$ cat config.mk
export PLATFORM = sky130hd
export DESIGN_NAME = bin_to_bcd
export DESIGN_NICKNAME = d
export VERILOG_FILES = /design/src/rtl/bcd_pkg.sv /design/src/rtl/bcd_digit_adj.sv /design/src/rtl/bin_to_bcd.sv
export SDC_FILE = /design/constraint.sdc
export NUM_CORES = 1
export LEC_CHECK = 0
export CORE_MARGIN = 2
export CORE_UTILIZATION = 56
export CTS_BUF_LIST = sky130_fd_sc_hd__clkbuf_4 sky130_fd_sc_hd__clkbuf_8
export DETAILED_ROUTE_END_ITERATION = 10
export PLACE_DENSITY = 0.81
export SLEW_MARGIN = 5
export SYNTH_ARGS = -nofsm -noshare
export SYNTH_HDL_FRONTEND = slang
export SYNTH_HIERARCHICAL = 1
export SYNTH_SLANG_ARGS = --single-unit
$ cat constraint.sdc
create_clock -name clk -period 1.79 [get_ports clk]
set_clock_uncertainty 0.15 [all_clocks]
set_input_delay 0.358 -clock clk [delete_from_list [all_inputs] [get_ports clk]]
set_output_delay 0.358 -clock clk [all_outputs]
set_load 0.02 [all_outputs]
$ cat src/rtl/bcd_pkg.sv
// rtl/bcd_pkg.sv - shared constants and FSM state type for the binary-to-BCD converter
package bcd_pkg;

    localparam int NUM_DIGITS = 4;
    localparam int BCD_MAX = 9999;
    localparam logic [3:0] BLANK_DIGIT = 4'hF;

    typedef enum logic [1:0] {
        IDLE,
        SHIFT,
        DONE
    } state_t;

endpackage

$ cat src/rtl/bcd_digit_adj.sv
// rtl/bcd_digit_adj.sv - double-dabble digit correction, add 3 when the digit is 5 or more
module bcd_digit_adj (
    input  logic [3:0] digit,
    output logic [3:0] adj
);

    assign adj = (digit >= 4'd5) ? digit + 4'd3 : digit;

endmodule

$ cat src/rtl/bin_to_bcd.sv
// rtl/bin_to_bcd.sv - sequential double-dabble converter, BCD_SATURATE_EN selects 9999 vs blank on overflow
module bin_to_bcd
    import bcd_pkg::*;
#(
    parameter int BIN_W = 14
) (
    input  logic             clk,
    input  logic             rst,
    input  logic             start,
    input  logic [BIN_W-1:0] bin_in,
    output logic             busy,
    output logic             done,
    output logic [15:0]      bcd_out,
    output logic             ovf
);

    localparam int CNT_W = $clog2(BIN_W + 1);
    localparam int BCD_W = 4 * NUM_DIGITS;
`ifdef BCD_SATURATE_EN
    localparam logic [BCD_W-1:0] OVF_CODE = 16'h9999;
`else
    localparam logic [BCD_W-1:0] OVF_CODE = {NUM_DIGITS{BLANK_DIGIT}};
`endif

    state_t                   state;
    state_t                   next_state;
    logic [BIN_W-1:0]         shift_reg;
    logic [BCD_W-1:0]         scratch;
    logic [BCD_W-1:0]         adj;
    logic [BCD_W+BIN_W-1:0]   shifted;
    logic [CNT_W-1:0]         cnt;
    logic                     ovf_cap;
    logic                     over;
    logic                     last_shift;

    for (genvar g = 0; g < NUM_DIGITS; g++) begin : g_digit
        bcd_digit_adj u_adj (
            .digit (scratch[4*g +: 4]),
            .adj   (adj[4*g +: 4])
        );
    end

    assign shifted    = {adj, shift_reg} << 1;
    assign last_shift = (cnt == CNT_W'(BIN_W - 1));

    // Narrower inputs can never exceed 9999, so the compare is dropped entirely.
    if (BIN_W >= 14) begin : g_ovf_cmp
        assign over = (32'(bin_in) > 32'(BCD_MAX));
    end else begin : g_no_ovf
        assign over = 1'b0;
    end

    always_ff @(posedge clk) begin
        if (rst) begin
            state <= IDLE;
        end else begin
            state <= next_state;
        end
    end

    always_comb begin
        next_state = state;
        case (state)
            IDLE:    if (start) next_state = SHIFT;
            SHIFT:   if (last_shift) next_state = DONE;
            DONE:    next_state = IDLE;
            default: next_state = IDLE;
        endcase
    end

    // Result registers load on the final shift edge so they are valid while done is high.
    always_ff @(posedge clk) begin
        if (rst) begin
            shift_reg <= '0;
            scratch   <= '0;
            cnt       <= '0;
            ovf_cap   <= 1'b0;
            bcd_out   <= '0;
            ovf       <= 1'b0;
        end else begin
            case (state)
                IDLE: begin
                    if (start) begin
                        shift_reg <= bin_in;
                        scratch   <= '0;
                        cnt       <= '0;
                        ovf_cap   <= over;
                    end
                end
                SHIFT: begin
                    {scratch, shift_reg} <= shifted;
                    cnt <= cnt + CNT_W'(1);
                    if (last_shift) begin
                        bcd_out <= ovf_cap ? OVF_CODE : shifted[BIN_W +: BCD_W];
                        ovf     <= ovf_cap;
                    end
                end
                default: ;
            endcase
        end
    end

    assign busy = (state != IDLE);
    assign done = (state == DONE);

endmodule

# After elaboration in Yosys (flattened, before gate mapping)
# Index checks and enable logic that the tools add are counted.
totals:
  register_bits: 54
  in_bits: 17
op_classes:
  add_sub_neg: 5
  order_cmp: 5
  eq_ne: 5
  n_mux: 14
  reduce_logical: 7
ops:
  columns: ["operator", "n"]
  rows:
  - ["$mux 16", 2]
  - ["$pmux 16 s2", 1]
  - ["$pmux 14 s2", 1]
  - ["$ge 4x3->1 const B", 4]
  - ["$mux 4", 4]
  - ["$gt 14x14->1 const B", 1]
  - ["$mux 14", 1]
  - ["$add 4x2->4 const B", 3]
  - ["$pmux 4 s2", 1]
  - ["$reduce_and 2->1", 4]
  - ["$add 4x1->4 const B", 1]
  - ["$eq 4x4->1 const B", 1]
  - ["$mux 2", 2]
  - ["$ne 2x2->1 const B", 2]
  - ["$pmux 2 s2", 1]
  - ["$reduce_bool 2->1", 2]
  - ["$add 3x2->3 const B", 1]
  - ["$mux 3", 1]
  - ["$eq 2x1->1 const B", 1]
  - ["$eq 2x2->1 const B", 1]
  - ["$logic_not 2->1", 1]

# Longest topological paths before layout
logic_depth:
  ltp_word: 3
  depth_mapped: 7
  mapped_depth_nobuf: 7

# Modules after synthesis
# Netlist, hierarchy kept.
by_module_without_submodules:
  columns: ["module", "instances", "cells_per_inst", "area_each_um2", "seq_area_each_um2"]
  rows:
  - ["bin_to_bcd", 1, 266, 2244.7, 1081.0]
  - ["bcd_digit_adj", 4, 16, 101.3, 0.0]

# Worst setup path after synthesis
# OpenSTA, ideal clock, no wires.
synth_path:
  path_kind: "register -> register"
  from: "register scratch[9]"
  to: "register bcd_out[10]"
  setup_time_ns: 0.086
  t_arrival_ns: 1.358
  path_slack_ns: 0.197
  stages_incl_launch_ff: 8
  n_path_buf: 0
  period_less_slack_ns: 1.593
  path_cell_list: "dfxtp_1 > inv_1 > ha_1 > nand2b_1 > a21oi_2 > mux2i_1 > nor2_1 > a211oi_1"
synth_between:
  elab_chain_cells: 3
synth_lines:
  columns: ["item", "line", "text"]
  rows:
  - ["start: declaration", "bin_to_bcd.sv:28", "logic [BCD_W-1:0] scratch;"]
  - ["start signal: assignment", "bin_to_bcd.sv:91", "{scratch, shift_reg} <= shifted;"]
  - ["$add 4x2->4 / $ge 4x3->1 (equally long branches)", "bcd_digit_adj.sv:7", "assign adj = (digit >= 4'd5) ? digit + 4'd3 : digit;"]
  - ["$mux 4 (*)", "bcd_digit_adj.sv:7", null]
  - ["via adj[9]", "bin_to_bcd.sv:29", "logic [BCD_W-1:0] adj;"]
  - ["$mux 16 (*)", "bin_to_bcd.sv:94", "bcd_out <= ovf_cap ? OVF_CODE : shifted[BIN_W +: BCD_W];"]
  - ["end signal: assignment", "bin_to_bcd.sv:94", null]
  - ["end: declaration", "bin_to_bcd.sv:13", "output logic [15:0] bcd_out,"]
# Mark *: on every way through the listed nets, which the timed path passes. The rest lies on a longest branch.
# A chain may end at the register's enable or synchronous reset.

# Worst setup path after layout
layout_path:
  from: "register bcd_out[4]"
  to: "output bcd_out[4]"
# No word-level cell between the ends.

==> results.json <==
{
  "place_congestion": 0.805,
  "fin_crit_sh": 0.981,
  "fin_ws_ns": 0.0343,
  "path_delay_family": "buffers and inverters",
  "power.total_w": 0.00224,
  "p_leak_nw": 1.42,
  "core_um2": 4440,
  "grt_pass1_vias": 2153,
  "die_area_um2": 5260,
  "p_int_w": 0.00165,
  "gr-total-overflow": 0,
  "worst_pin_slew_ns": 0.442,
  "wl_um": 5720,
  "grtUsageMet3": 0.0458,
  "grt_pass1_wl_um": 9410,
  "grt_antenna_before_repair": 0,
  "layout-drive-gt1-share": 0.161,
  "p_clk_frac": 0.307,
  "arrival_ns": 1.25,
  "io_pins": 36,
  "vias": 2380,
  "syn_area_per_cell_um2": 8.07,
  "preCtsSetupSlack_ns": -0.174,
  "postSynthCellCount": 326,
  "cts.clk_slew.worst_paths_ns": 0.10,
  "insertion_delay_ns": 0.31,
  "switching_power_w": 0.000594,
  "critPathMaxStageDelay_ns": 0.60,
  "crit_type": "reg -> out",
  "viasPerCell": 5.69,
  "yosysWarningCount": 6,
  "io_buffers": 35,
  "slowest_stage": "clkdlybuf4s50_1",
  "post-route-util": 0.733,
  "first_pass_iters": 4,
  "start_util": 0.592,
  "num_rows": 24,
  "fmax_mhz": 570,
  "post-route-cell-area_um2": 3260,
  "cts_sinks": 54,
  "final.min_clock_period_ns": 1.76,
  "slew_violations": 0,
  "cts_buffers": 5,
  "seq_power_share": 0.564,
  "ant_nets": 0,
  "htreeDepth": 2,
  "peakVddDrop_v": 0.000451,
  "drc": 0,
  "nets": 392,
  "regArea_um2": 1090,
  "hold_ws_ns": 0.326,
  "dp_hpwl_um": 3890,
  "postCtsHoldBufs": 0,
  "die_x_um": 72.5,
  "path_cells": "clkdlybuf4s50_1",
  "setup_violations": 0,
  "p_comb_frac": 0.129,
  "cp_max_fo": 2,
  "switching_share": 0.265,
  "drtIter0Drc": 177,
  "grt_use_met2": 0.407,
  "min_path_type": "reg -> reg",
  "cts_buffer_depth": 2,
  "cts_tree": "done",
  "top_usage_layer": "met2",
  "synthesis.nets": 353,
  "die_h_um": 72.5,
  "grtUsageTotal": 0.226,
  "antenna_cells": 0,
  "area.growth.synth_to_final_pct": 23.8,
  "wl_per_cell_um": 13.7,
  "multi_input_comb_area_um2": 1420,
  "nFillCells": 344,
  "cp.required_ns": 1.28,
  "cellPowerDensity_nw_per_um2": 688,
  "place_area_um2": 3050,
  "drv_cap": 0,
  "outcome": "finished clean",
  "slew_headroom": 0.705,
  "syn-cell-area_um2": 2630,
  "startpoint_type": "flop",
  "cp-end-kind": "output pin",
  "grt_max_degree": 25,
  "root_buffer": "clkbuf_8",
  "hold_violations": 0,
  "gr-usage-met1": 0.264,
  "path_buf_inv": 1
}
## path summary, 6_finish.rpt
path                               from                      end  slack, ns  cells past startpoint
max             bcd_out[4]$_SDFFE_PP0P_               bcd_out[4]       0.03                      1
max reg2reg     scratch[1]$_SDFFE_PP0P_  bcd_out[1]$_SDFFE_PP0P_       0.06                      8
min reg2reg  shift_reg[13]$_SDFFE_PP0P_  scratch[0]$_SDFFE_PP0P_       0.33                      2
min          shift_reg[13]$_SDFFE_PP0P_  scratch[0]$_SDFFE_PP0P_       0.33                      2
## layout make-up
class	instances	share of cell area
Tap cell	52	0.0200
Multi-Input combinational cell	238	0.437
Sequential cell	54	0.334
Inverter	10	0.0115
Clock buffer	5	0.0211
Timing Repair Buffer	56	0.170
Clock inverter	3	0.00653
## metrics by stage
stage          setup TNS (ns)  std cells
2_1_floorplan               0        326
3_3_place_gp            -2.29        406
3_5_place_dp            -2.81        406
4_1_cts                     0        415
5_1_grt               -0.0165        418
6_report                    0        418
## layout by cell type (no fill, tap or decap), types with 7 or more instances in the layout
| master | instances |
|---|---|
| nand3_1 | 19 |
| nor4_1 | 9 |
| a21oi_1 | 39 |
| a211oi_1 | 17 |
| nor2_1 | 54 |
| nand2b_1 | 8 |
| buf_4 | 19 |
| dlymetal6s2s_1 | 12 |
| nand2_1 | 31 |
| ha_1 | 7 |
| dfxtp_1 | 50 |
| inv_1 | 9 |
| clkdlybuf4s50_1 | 17 |
## power by group through the flow
stage	sequential (W)	combinational [W]	clock [W]
floorplan	0.00128	0.000195	0
global placement	0.00129	0.000279	0
detailed placement	0.00129	0.000284	0
CTS	0.00126	0.000284	0.000704
global route	0.00127	0.000318	0.000761
finish	0.00126	0.000290	0.000687
## layer usage
layer | wire length, µm | vias up
li1 | - | 1200
met1 | 2440 | 1108
met2 | 2910 | 62
met3 | 280 | 10
met4 | 91 | 0
met5 | 0 | -
## what timing repair did
action,CTS,global route
pin swaps,1,6
setup buffers,1,3
endpoints found under the setup margin,6,22
gates resized for setup,5,29
Power figures use the tool's default switching activity.
